<file path="src/rtl/soc_decode_bb_pkg.sv">
// Shared types and constants for the Blackbone address decoder.
package soc_decode_bb_pkg;

  localparam int MAX_SLAVES = 16;
  localparam int IDX_MAX_W  = 4;

  // Default read value returned for unmapped or multi-hit reads
  localparam logic [31:0] ERR_DATA_DEFAULT = 32'hDEAD_BEEF;

  // Width of a slave index for n slaves (at least one bit)
  function automatic int idx_w(input int n);
    if (n <= 1) return 1;
    return $clog2(n);
  endfunction

  // One in-flight response slot; idx is sized for the largest slave count
  typedef struct packed {
    logic                 valid;
    logic                 is_read;
    logic                 err;
    logic [IDX_MAX_W-1:0] idx;
  } rsp_entry_t;

endpackage

</file>
<file path="src/rtl/soc_decode_bb_match.sv">
// Combinational base/mask window compare. Lowest-index hit wins; zero or
// multiple hits flag an error. A slave with an all-zero mask never hits.
module soc_decode_bb_match
  import soc_decode_bb_pkg::*;
#(
  parameter int SLAVES     = 4,
  parameter int ADDR_WIDTH = 32,
  parameter logic [SLAVES-1:0][ADDR_WIDTH-1:0] S_BASE = '0,
  parameter logic [SLAVES-1:0][ADDR_WIDTH-1:0] S_MASK = '0,
  parameter int IDX_W      = idx_w(SLAVES)
) (
  input  logic [ADDR_WIDTH-1:0] addr_i,
  output logic [SLAVES-1:0]     onehot_o,
  output logic [IDX_W-1:0]      idx_o,
  output logic                  err_o
);

  logic [SLAVES-1:0] hit_vec;
  logic [4:0]        hit_cnt;
  logic              found;

  // Window compare, hit count and lowest-index winner selection
  always_comb begin
    hit_vec  = '0;
    hit_cnt  = '0;
    found    = 1'b0;
    onehot_o = '0;
    idx_o    = '0;
    for (int i = 0; i < SLAVES; i++) begin
      hit_vec[i] = (S_MASK[i] != '0) &&
                   ((addr_i & S_MASK[i]) == (S_BASE[i] & S_MASK[i]));
      if (hit_vec[i]) begin
        hit_cnt = hit_cnt + 5'd1;
        if (!found) begin
          found       = 1'b1;
          onehot_o[i] = 1'b1;
          idx_o       = IDX_W'(i);
        end
      end
    end
    err_o = (hit_cnt != 5'd1);
  end

endmodule

</file>
<file path="src/rtl/soc_decode_bb_pipe.sv">
// Pipelined Blackbone address decoder: one master, up to 16 slaves.
// Optional error address capture is enabled by SOC_DECODE_BB_ERR_CAPTURE_EN.
module soc_decode_bb_pipe
  import soc_decode_bb_pkg::*;
#(
  parameter int SLAVES       = 4,
  parameter int ADDR_WIDTH   = 32,
  parameter int DATA_WIDTH   = 32,
  parameter logic [SLAVES-1:0][ADDR_WIDTH-1:0] S_BASE = '0,
  parameter logic [SLAVES-1:0][ADDR_WIDTH-1:0] S_MASK = '0,
  parameter int READ_LATENCY = 1,
  parameter int PIPE_REQ     = 0,
  parameter logic [31:0] ERR_DATA = ERR_DATA_DEFAULT,
  localparam int SEL_WIDTH   = DATA_WIDTH / 8
) (
  input  logic                                 clk_i,
  input  logic                                 rst_i,
  input  logic [ADDR_WIDTH-1:0]                m_addr_i,
  input  logic [DATA_WIDTH-1:0]                m_din_i,
  input  logic [SEL_WIDTH-1:0]                 m_be_i,
  input  logic                                 m_en_i,
  input  logic                                 m_we_i,
  output logic [DATA_WIDTH-1:0]                m_dout_o,
  output logic                                 m_valid_o,
  output logic                                 m_err_o,
  output logic [SLAVES-1:0][ADDR_WIDTH-1:0]    s_addr_o,
  output logic [SLAVES-1:0][DATA_WIDTH-1:0]    s_din_o,
  output logic [SLAVES-1:0][SEL_WIDTH-1:0]     s_be_o,
  output logic [SLAVES-1:0]                    s_en_o,
  output logic [SLAVES-1:0]                    s_we_o,
  input  logic [SLAVES-1:0][DATA_WIDTH-1:0]    s_dout_i,
  input  logic                                 err_clr_i,
  output logic [ADDR_WIDTH-1:0]                err_addr_o,
  output logic                                 err_sticky_o
);

  localparam int IDX_W = idx_w(SLAVES);
  localparam logic [DATA_WIDTH-1:0] ERR_DATA_W = DATA_WIDTH'(ERR_DATA);

  logic [SLAVES-1:0] mt_onehot;
  logic [IDX_W-1:0]  mt_idx;
  logic              mt_err;

  soc_decode_bb_match #(
    .SLAVES     (SLAVES),
    .ADDR_WIDTH (ADDR_WIDTH),
    .S_BASE     (S_BASE),
    .S_MASK     (S_MASK),
    .IDX_W      (IDX_W)
  ) u_match (
    .addr_i   (m_addr_i),
    .onehot_o (mt_onehot),
    .idx_o    (mt_idx),
    .err_o    (mt_err)
  );

  logic [ADDR_WIDTH-1:0] req_addr;
  logic [DATA_WIDTH-1:0] req_din;
  logic [SEL_WIDTH-1:0]  req_be;
  logic                  req_en;
  logic                  req_we;
  logic [SLAVES-1:0]     req_onehot;
  logic [IDX_W-1:0]      req_idx;
  logic                  req_err;

  generate
    if (PIPE_REQ != 0) begin : g_req_reg
      logic [ADDR_WIDTH-1:0] addr_q;
      logic [DATA_WIDTH-1:0] din_q;
      logic [SEL_WIDTH-1:0]  be_q;
      logic                  en_q;
      logic                  we_q;
      logic [SLAVES-1:0]     onehot_q;
      logic [IDX_W-1:0]      idx_q;
      logic                  err_q;

      // Request register: master fields plus the decode result
      always_ff @(posedge clk_i or posedge rst_i) begin
        if (rst_i) begin
          addr_q   <= '0;
          din_q    <= '0;
          be_q     <= '0;
          en_q     <= 1'b0;
          we_q     <= 1'b0;
          onehot_q <= '0;
          idx_q    <= '0;
          err_q    <= 1'b0;
        end else begin
          addr_q   <= m_addr_i;
          din_q    <= m_din_i;
          be_q     <= m_be_i;
          en_q     <= m_en_i;
          we_q     <= m_we_i;
          onehot_q <= mt_onehot;
          idx_q    <= mt_idx;
          err_q    <= mt_err;
        end
      end

      assign req_addr   = addr_q;
      assign req_din    = din_q;
      assign req_be     = be_q;
      assign req_en     = en_q;
      assign req_we     = we_q;
      assign req_onehot = onehot_q;
      assign req_idx    = idx_q;
      assign req_err    = err_q;
    end else begin : g_req_comb
      // Pass-through stage; forced to zero while reset is held so every
      // output reads zero during reset
      assign req_addr   = rst_i ? '0   : m_addr_i;
      assign req_din    = rst_i ? '0   : m_din_i;
      assign req_be     = rst_i ? '0   : m_be_i;
      assign req_en     = rst_i ? 1'b0 : m_en_i;
      assign req_we     = rst_i ? 1'b0 : m_we_i;
      assign req_onehot = rst_i ? '0   : mt_onehot;
      assign req_idx    = rst_i ? '0   : mt_idx;
      assign req_err    = rst_i ? 1'b0 : mt_err;
    end
  endgenerate

  // Slave fan-out: shared bus fields, strobe only to an error-free winner
  genvar gi;
  generate
    for (gi = 0; gi < SLAVES; gi++) begin : g_fan
      assign s_addr_o[gi] = req_addr;
      assign s_din_o[gi]  = req_din;
      assign s_be_o[gi]   = req_be;
      assign s_we_o[gi]   = req_we;
      assign s_en_o[gi]   = req_en & req_onehot[gi] & ~req_err;
    end
  endgenerate

  rsp_entry_t rsp_push_d;
  rsp_entry_t rsp_q [READ_LATENCY];
  rsp_entry_t rsp_out;

  // Entry describing the request issued to the slaves this cycle
  always_comb begin
    rsp_push_d         = '0;
    rsp_push_d.valid   = req_en;
    rsp_push_d.is_read = req_en & ~req_we;
    rsp_push_d.err     = req_en & req_err;
    rsp_push_d.idx     = IDX_MAX_W'(req_idx);
  end

  // Response tracking shift register, READ_LATENCY deep
  always_ff @(posedge clk_i or posedge rst_i) begin
    if (rst_i) begin
      for (int i = 0; i < READ_LATENCY; i++) rsp_q[i] <= '0;
    end else begin
      rsp_q[0] <= rsp_push_d;
      for (int i = 1; i < READ_LATENCY; i++) rsp_q[i] <= rsp_q[i-1];
    end
  end

  assign rsp_out = rsp_q[READ_LATENCY-1];

  logic [DATA_WIDTH-1:0] rd_data;
  logic [DATA_WIDTH-1:0] dout_q;

  // Slave read data arrives registered by the slave itself in the response
  // slot, so it is muxed straight out; dout_q keeps the last value shown.
  assign rd_data   = rsp_out.err ? ERR_DATA_W : s_dout_i[rsp_out.idx[IDX_W-1:0]];
  assign m_valid_o = rsp_out.valid & rsp_out.is_read;
  assign m_err_o   = rsp_out.valid & rsp_out.err;
  assign m_dout_o  = m_valid_o ? rd_data : dout_q;

  // Hold register for read data between valid pulses
  always_ff @(posedge clk_i or posedge rst_i) begin
    if (rst_i)          dout_q <= '0;
    else if (m_valid_o) dout_q <= rd_data;
  end

  logic unused_rsp_idx;
  assign unused_rsp_idx = ^rsp_out.idx;

`ifdef SOC_DECODE_BB_ERR_CAPTURE_EN
  logic [ADDR_WIDTH-1:0] addr_pipe_q [READ_LATENCY];
  logic [ADDR_WIDTH-1:0] err_addr_q, err_addr_d;
  logic                  err_sticky_q, err_sticky_d;

  // Request addresses travel alongside the response entries
  always_ff @(posedge clk_i or posedge rst_i) begin
    if (rst_i) begin
      for (int i = 0; i < READ_LATENCY; i++) addr_pipe_q[i] <= '0;
    end else begin
      addr_pipe_q[0] <= req_addr;
      for (int i = 1; i < READ_LATENCY; i++) addr_pipe_q[i] <= addr_pipe_q[i-1];
    end
  end

  // First error is kept; a clear coinciding with a new error keeps the new one
  always_comb begin
    err_addr_d   = err_addr_q;
    err_sticky_d = err_sticky_q;
    if (err_clr_i) begin
      err_addr_d   = '0;
      err_sticky_d = 1'b0;
    end
    if (m_err_o && (!err_sticky_q || err_clr_i)) begin
      err_addr_d   = addr_pipe_q[READ_LATENCY-1];
      err_sticky_d = 1'b1;
    end
  end

  // Captured error registers
  always_ff @(posedge clk_i or posedge rst_i) begin
    if (rst_i) begin
      err_addr_q   <= '0;
      err_sticky_q <= 1'b0;
    end else begin
      err_addr_q   <= err_addr_d;
      err_sticky_q <= err_sticky_d;
    end
  end

  assign err_addr_o   = err_addr_q;
  assign err_sticky_o = err_sticky_q;
`else
  assign err_addr_o   = '0;
  assign err_sticky_o = 1'b0;

  logic unused_err_clr;
  assign unused_err_clr = err_clr_i;
`endif

endmodule

</file>
<file path="config.mk">
export PLATFORM = sky130hd
export DESIGN_NAME = soc_decode_bb_pipe
export DESIGN_NICKNAME = d
export VERILOG_FILES = /design/src/rtl/soc_decode_bb_pkg.sv /design/src/rtl/soc_decode_bb_match.sv /design/src/rtl/soc_decode_bb_pipe.sv
export SDC_FILE = /design/constraint.sdc
export NUM_CORES = 1
export LEC_CHECK = 0
export CORE_AREA = 3 3 209 211
export CTS_BUF_LIST = sky130_fd_sc_hd__clkbuf_16
export CTS_CLUSTER_DIAMETER = 60
export DETAILED_ROUTE_END_ITERATION = 16
export DIE_AREA = 0 0 212 214
export RECOVER_POWER = 100
export SYNTH_ARGS = -nofsm -noshare
export SYNTH_HDL_FRONTEND = slang
export SYNTH_HIERARCHICAL = 1
export SYNTH_SLANG_ARGS = --single-unit
</file>
<file path="constraint.sdc">
create_clock -name clk_i -period 4.2 [get_ports clk_i]
set_input_delay 0.84 -clock clk_i [delete_from_list [all_inputs] [get_ports clk_i]]
set_output_delay 0.84 -clock clk_i [all_outputs]
set_load 0.02 [all_outputs]
</file>
* Word level (Yosys, flattened, before mapping)
Index checks and enable logic that the tools add are counted.
** Operators by class
- Bitwise logic cells :: 5
- Mux-type cells :: 8
** Operators by type and width (count)
- 32-bit 2-to-1 mux :: 4
- 1-bit AND :: 4
- 4-bit 2-to-1 mux :: 1
- 1-bit 2-to-1 mux :: 3
- 1-bit inverter :: 1
** Word-level totals
- Register bits after elaboration :: 35
- Output and inout bits :: 347
- Input bits :: 201
- Logic and storage cells :: 17

* Depth between registers and ports, before layout
- Depth in word-level cells :: 3
- Depth in mapped cells :: 4
- Mapped depth without buffers :: 3

* Cells and area by module
The synthesis kept the hierarchy.
** Modules (own cells, without submodules)
- soc_decode_bb_pipe :: seq. area each 925.9 µm², area each 4388.0 µm², cells each 448, times used 1
- soc_decode_bb_match :: seq. area each 0.0 µm², area each 60.1 µm², cells each 9, times used 1

* Worst setup path before layout
No wires, ideal clock.
- Kind :: input-to-output
- From :: input rst_i
- To :: output s_addr_o[100] (netlist name)
- Arrival time :: 1.889 ns
- Stages :: 4
- Data required time :: 3.360 ns
- Path slack :: 1.471 ns
- Path buffers :: 3
- Cell sequence :: clkbuf_1 clkbuf_1 nor2b_1 buf_4
** RTL lines
- start: declaration :: line soc_decode_bb_pipe.sv:17 : input logic rst_i,
- end: declaration :: line soc_decode_bb_pipe.sv:26 : output logic [SLAVES-1:0][ADDR_WIDTH-1:0] s_addr_o,

* Worst setup path in the final report
- From :: register rsp_q, in the netlist rsp_out[6]
- To :: output m_dout_o[13]
** On the way
- Cells in the longest elaborated chain, start to end :: 2
** RTL lines
- start: declaration :: line soc_decode_bb_pipe.sv:135 : rsp_entry_t rsp_q [READ_LATENCY];
- 1-bit AND :: line soc_decode_bb_pipe.sv:165 : assign m_valid_o = rsp_out.valid & rsp_out.is_read;
- 32-bit 2-to-1 mux :: line soc_decode_bb_pipe.sv:167 : assign m_dout_o = m_valid_o ? rd_data : dout_q;
- end: declaration :: line soc_decode_bb_pipe.sv:23 : output logic [DATA_WIDTH-1:0] m_dout_o,
No other way between the ends.

==> summary.md <==
| Metric | Value |
|---|---|
| Worst Hold Depth | 1 |
| Status | finished, violations left |
| Post-synthesis sequential area ratio | 20.8% |
| Reg-to-Reg End | dout_q[1]$_DFF_PP0_ |
| Reg area | a little over 900 um^2 |
| Avg Cell Area, Syn | 9.73 um^2 |
| Setup TNS | 0 ns |
| Area of the multi-input gates | between 1500 and 2000 um^2 |
| DPL Wire Length | 17,100 um |
| Layout Skew | 0.00552 ns |
| Ant. Diodes | 0 |
| Initial antenna violation count | 0 |
| Layout area overhead | 93.2% |
| Tmin final | around 3.7 ns |
| Hold path startpoint | dout_q[14]$_DFF_PP0_ |
| Failing checks | capacitance limit, slew limit |
| Post-synthesis cell type count | 19 |
| Deepest clock path buffer count | 2 |
| Total leakage power | approximately 3.6 nW |
| Critical path's top delay family | buffers and inverters |
| Drt pass-1 iters | 4 |
| Postcts setup bufs | 0 |
| Post-Route WL | 19,900 um |
| WP buf/inv | 2 |
| Clk Latency, worst-skew pair | ~0.28 ns |
| Cell Pwr Density | roughly 230 nW/um^2 |
| Syn Inst Count | 457 |
| DIE WIDTH | 212 um |
| Setup violations, final | 0 |
| Critical path, cell by cell | nand2_1 -> inv_1 -> o22a_1 -> dlygate4sd3_1 |
| Worst R2R Setup Slack | about 2.3 ns |
| # DRC | 0 |
| Worst-path clk slew | about 0.060 ns |
| Post-CTS sizing | 0 |
| Endpoints failing hold | 0 |
| Crit end category | output port |
| RSZ-0062 raised after global routing | no |
| Arrival time worst endpoint | 2.82 ns |
| Fin. max-slew vios | 38 |
| Vias in the first global route | around 4,300 |
| CTS Buf Count | 5 |
| Port bufs | ~510 |
| Grt ovf | 0 |
| Crit share post-route | a little under 90% |
| CTS root buf | clkbuf_16 |
| Nets | 950 |
| Synth area leader | buf_4 |
| CP max stage cell | inv_1 |
| Chip Height | ~210 um |
| Rows | 75 |
| IO Pins | approximately 550 |
| CP required | 3.36 ns |
| CP Max Fanout | 25 |
| Hold Crit Class | flip-flop to flip-flop |
| CTS Hold Bufs | 0 |
| Drt first-iter violations | 82 |
| Crit start category | flip-flop |
| FF-to-FF Start | rsp_out[6]$_DFF_PP0_ |
| Placed inst area | approximately 8400 um^2 |
| R2R depth | 3 |
| H-tree depth | 2 |
| Post-synth top area share | between 40% and 50% |
| Critical path type | flip-flop to output port |
| Yosys warns | 6 |
| Worst IR Drop VDD | roughly 0.13 mV |
| Worst slew pin tran | ~1.5 ns |
| Headroom to the max-slew limit | -1.43% |
| Fraction of layout cells with a size suffix above 1 | roughly 6.4% |
| Hold WS | between 0.4 and 0.5 ns |
| DIE AREA | ~45,000 um^2 |
| Global Route Usage Sum | under 10% |
| Mapped Area | 4450 um^2 |
| Final ANT Viol Nets | 0 |
| Largest stage delay, worst path | roughly 0.86 ns |
| Hold Crit Endpoint | dout_q[14]$_DFF_PP0_ |
| FF+latch count, synth | 37 |
| Largest net degree at the start of global routing | 38 |
| Clock sinks | 37 |
| Highest clock rate | between 0.2 and 0.3 GHz |
| Top area cells in the synthesized netlist | buf_4 (42%), dfrtp_1 (21%), mux4_2 (16%), nor2b_1 (10%), o22a_1 (4.7%) |
| Vias/cell | 3.07 |
| Routed vias | around 4,000 |
| MaxCap Viol Count | 1 |
| Starting Density | 10.6% |
| GP Congestion | 0.747 |
| CTS tree | yes |
| Final instance area | 8590 um^2 |
| Fill cell count | 4,595 |
| Routed WL per cell | 15.5 um |
| First-pass GRT wire length | around 28,000 um |
| Core area | ~42,000 um^2 |
==> final cells by class <==
| type | instances | area share [%] |
|---|---|---|
| tap | 539 | 7.85 |
| clock buffer | 5 | 1.46 |
| timing repair buffer | 516 | 60.1 |
| inverter | 2 | 0.0874 |
| clock inverter | 3 | 0.204 |
| sequential | 37 | 10.8 |
| multi-input combinational | 187 | 19.5 |
==> kinds of logic after synthesis <==
family | synth area share (%)
flip-flops | 20.8
AO/OA/AOI/OAI | 6.30
AND/OR/NAND/NOR | 11.7
multiplexers | 16.2
other | 0.253
buffers and inverters | 44.7
==> power by group <==
part	switching [mW]	leakage, nW	internal [mW]	total, mW
sequential	0.0202	0.438	0.433	0.453
combinational	0.557	3.11	0.557	1.11
clock	0.152	0.0712	0.218	0.370
total	0.729	3.61	1.21	1.94
==> metrics by stage <==
step / setup slack [ns] / instances / power, mW / util [%]
2_1_floorplan: 1.47 / 494 / 1.17 / -
3_3_place_gp: 0.760 / 1281 / 1.67 / 20.1
3_5_place_dp: 0.734 / 1281 / 1.68 / 20.1
4_1_cts: 0.734 / 1289 / 2.08 / 20.5
5_1_grt: 0.342 / 1289 / 2.05 / 20.5
6_report: 0.541 / 1289 / 1.94 / 20.5
==> metal layers <==
metal	share of wire (%)	track usage [%]	up-vias
li1	-	-	1821
met1	39	9.31	1864
met2	51	15.1	269
met3	8.8	2.15	5
met4	0.67	1.41	0
met5	0	0	-
==> worst max-delay path by stage <==
stage	start	endpoint	slack, ns	cells after the start
after global routing	rsp_out[6]$_DFF_PP0_	m_dout_o[13]	0.34	4
after global placement	s_dout_i[66]	m_dout_o[2]	0.76	4
after detailed placement	s_dout_i[66]	m_dout_o[2]	0.73	4
after floorplan	rst_i	s_addr_o[100]	1.47	4
after CTS	s_dout_i[66]	m_dout_o[2]	0.73	4
final	rsp_out[6]$_DFF_PP0_	m_dout_o[13]	0.54	4
==> state kept, by name (all words and copies together), names as in the netlist <==
register and count:
dout_q 32, rsp_out 5
==> worst register-to-register path, stage by stage (launching register included) <==
cell	delay, ns
dfrtp_1	0.37
nand2_1	0.30
inv_1	0.86
o22a_1	0.31
==> synth_stat cells <==
cell	instances
nand2_1	1
and2_1	6
a22o_1	8
and3b_1	1
nor2b_1	73
conb_1	3
inv_2	1
nand3b_1	1
dfrtp_1	37
buf_12	1
nor3b_1	1
inv_1	1
buf_2	4
buf_1	1
o22a_1	24
buf_4	248
mux4_2	32
buf_6	3
clkbuf_1	11
==> cell usage in the layout (no fill, tap or decap) <==
cell type,instances
buf_4,5
clkinv_2,1
inv_1,2
o22a_1,24
and3b_1,1
and2_1,5
clkinv_1,1
clkinv_4,1
nand3b_1,1
dfrtp_1,36
and2_0,1
nor2b_1,73
dfrtp_2,1
buf_12,2
clkdlybuf4s50_1,168
nand2_1,1
nor3b_1,1
conb_1,40
buf_2,1
clkbuf_16,5
mux4_2,32
dlygate4sd3_1,340
a22o_1,8
(Power assumes the default switching activity.)
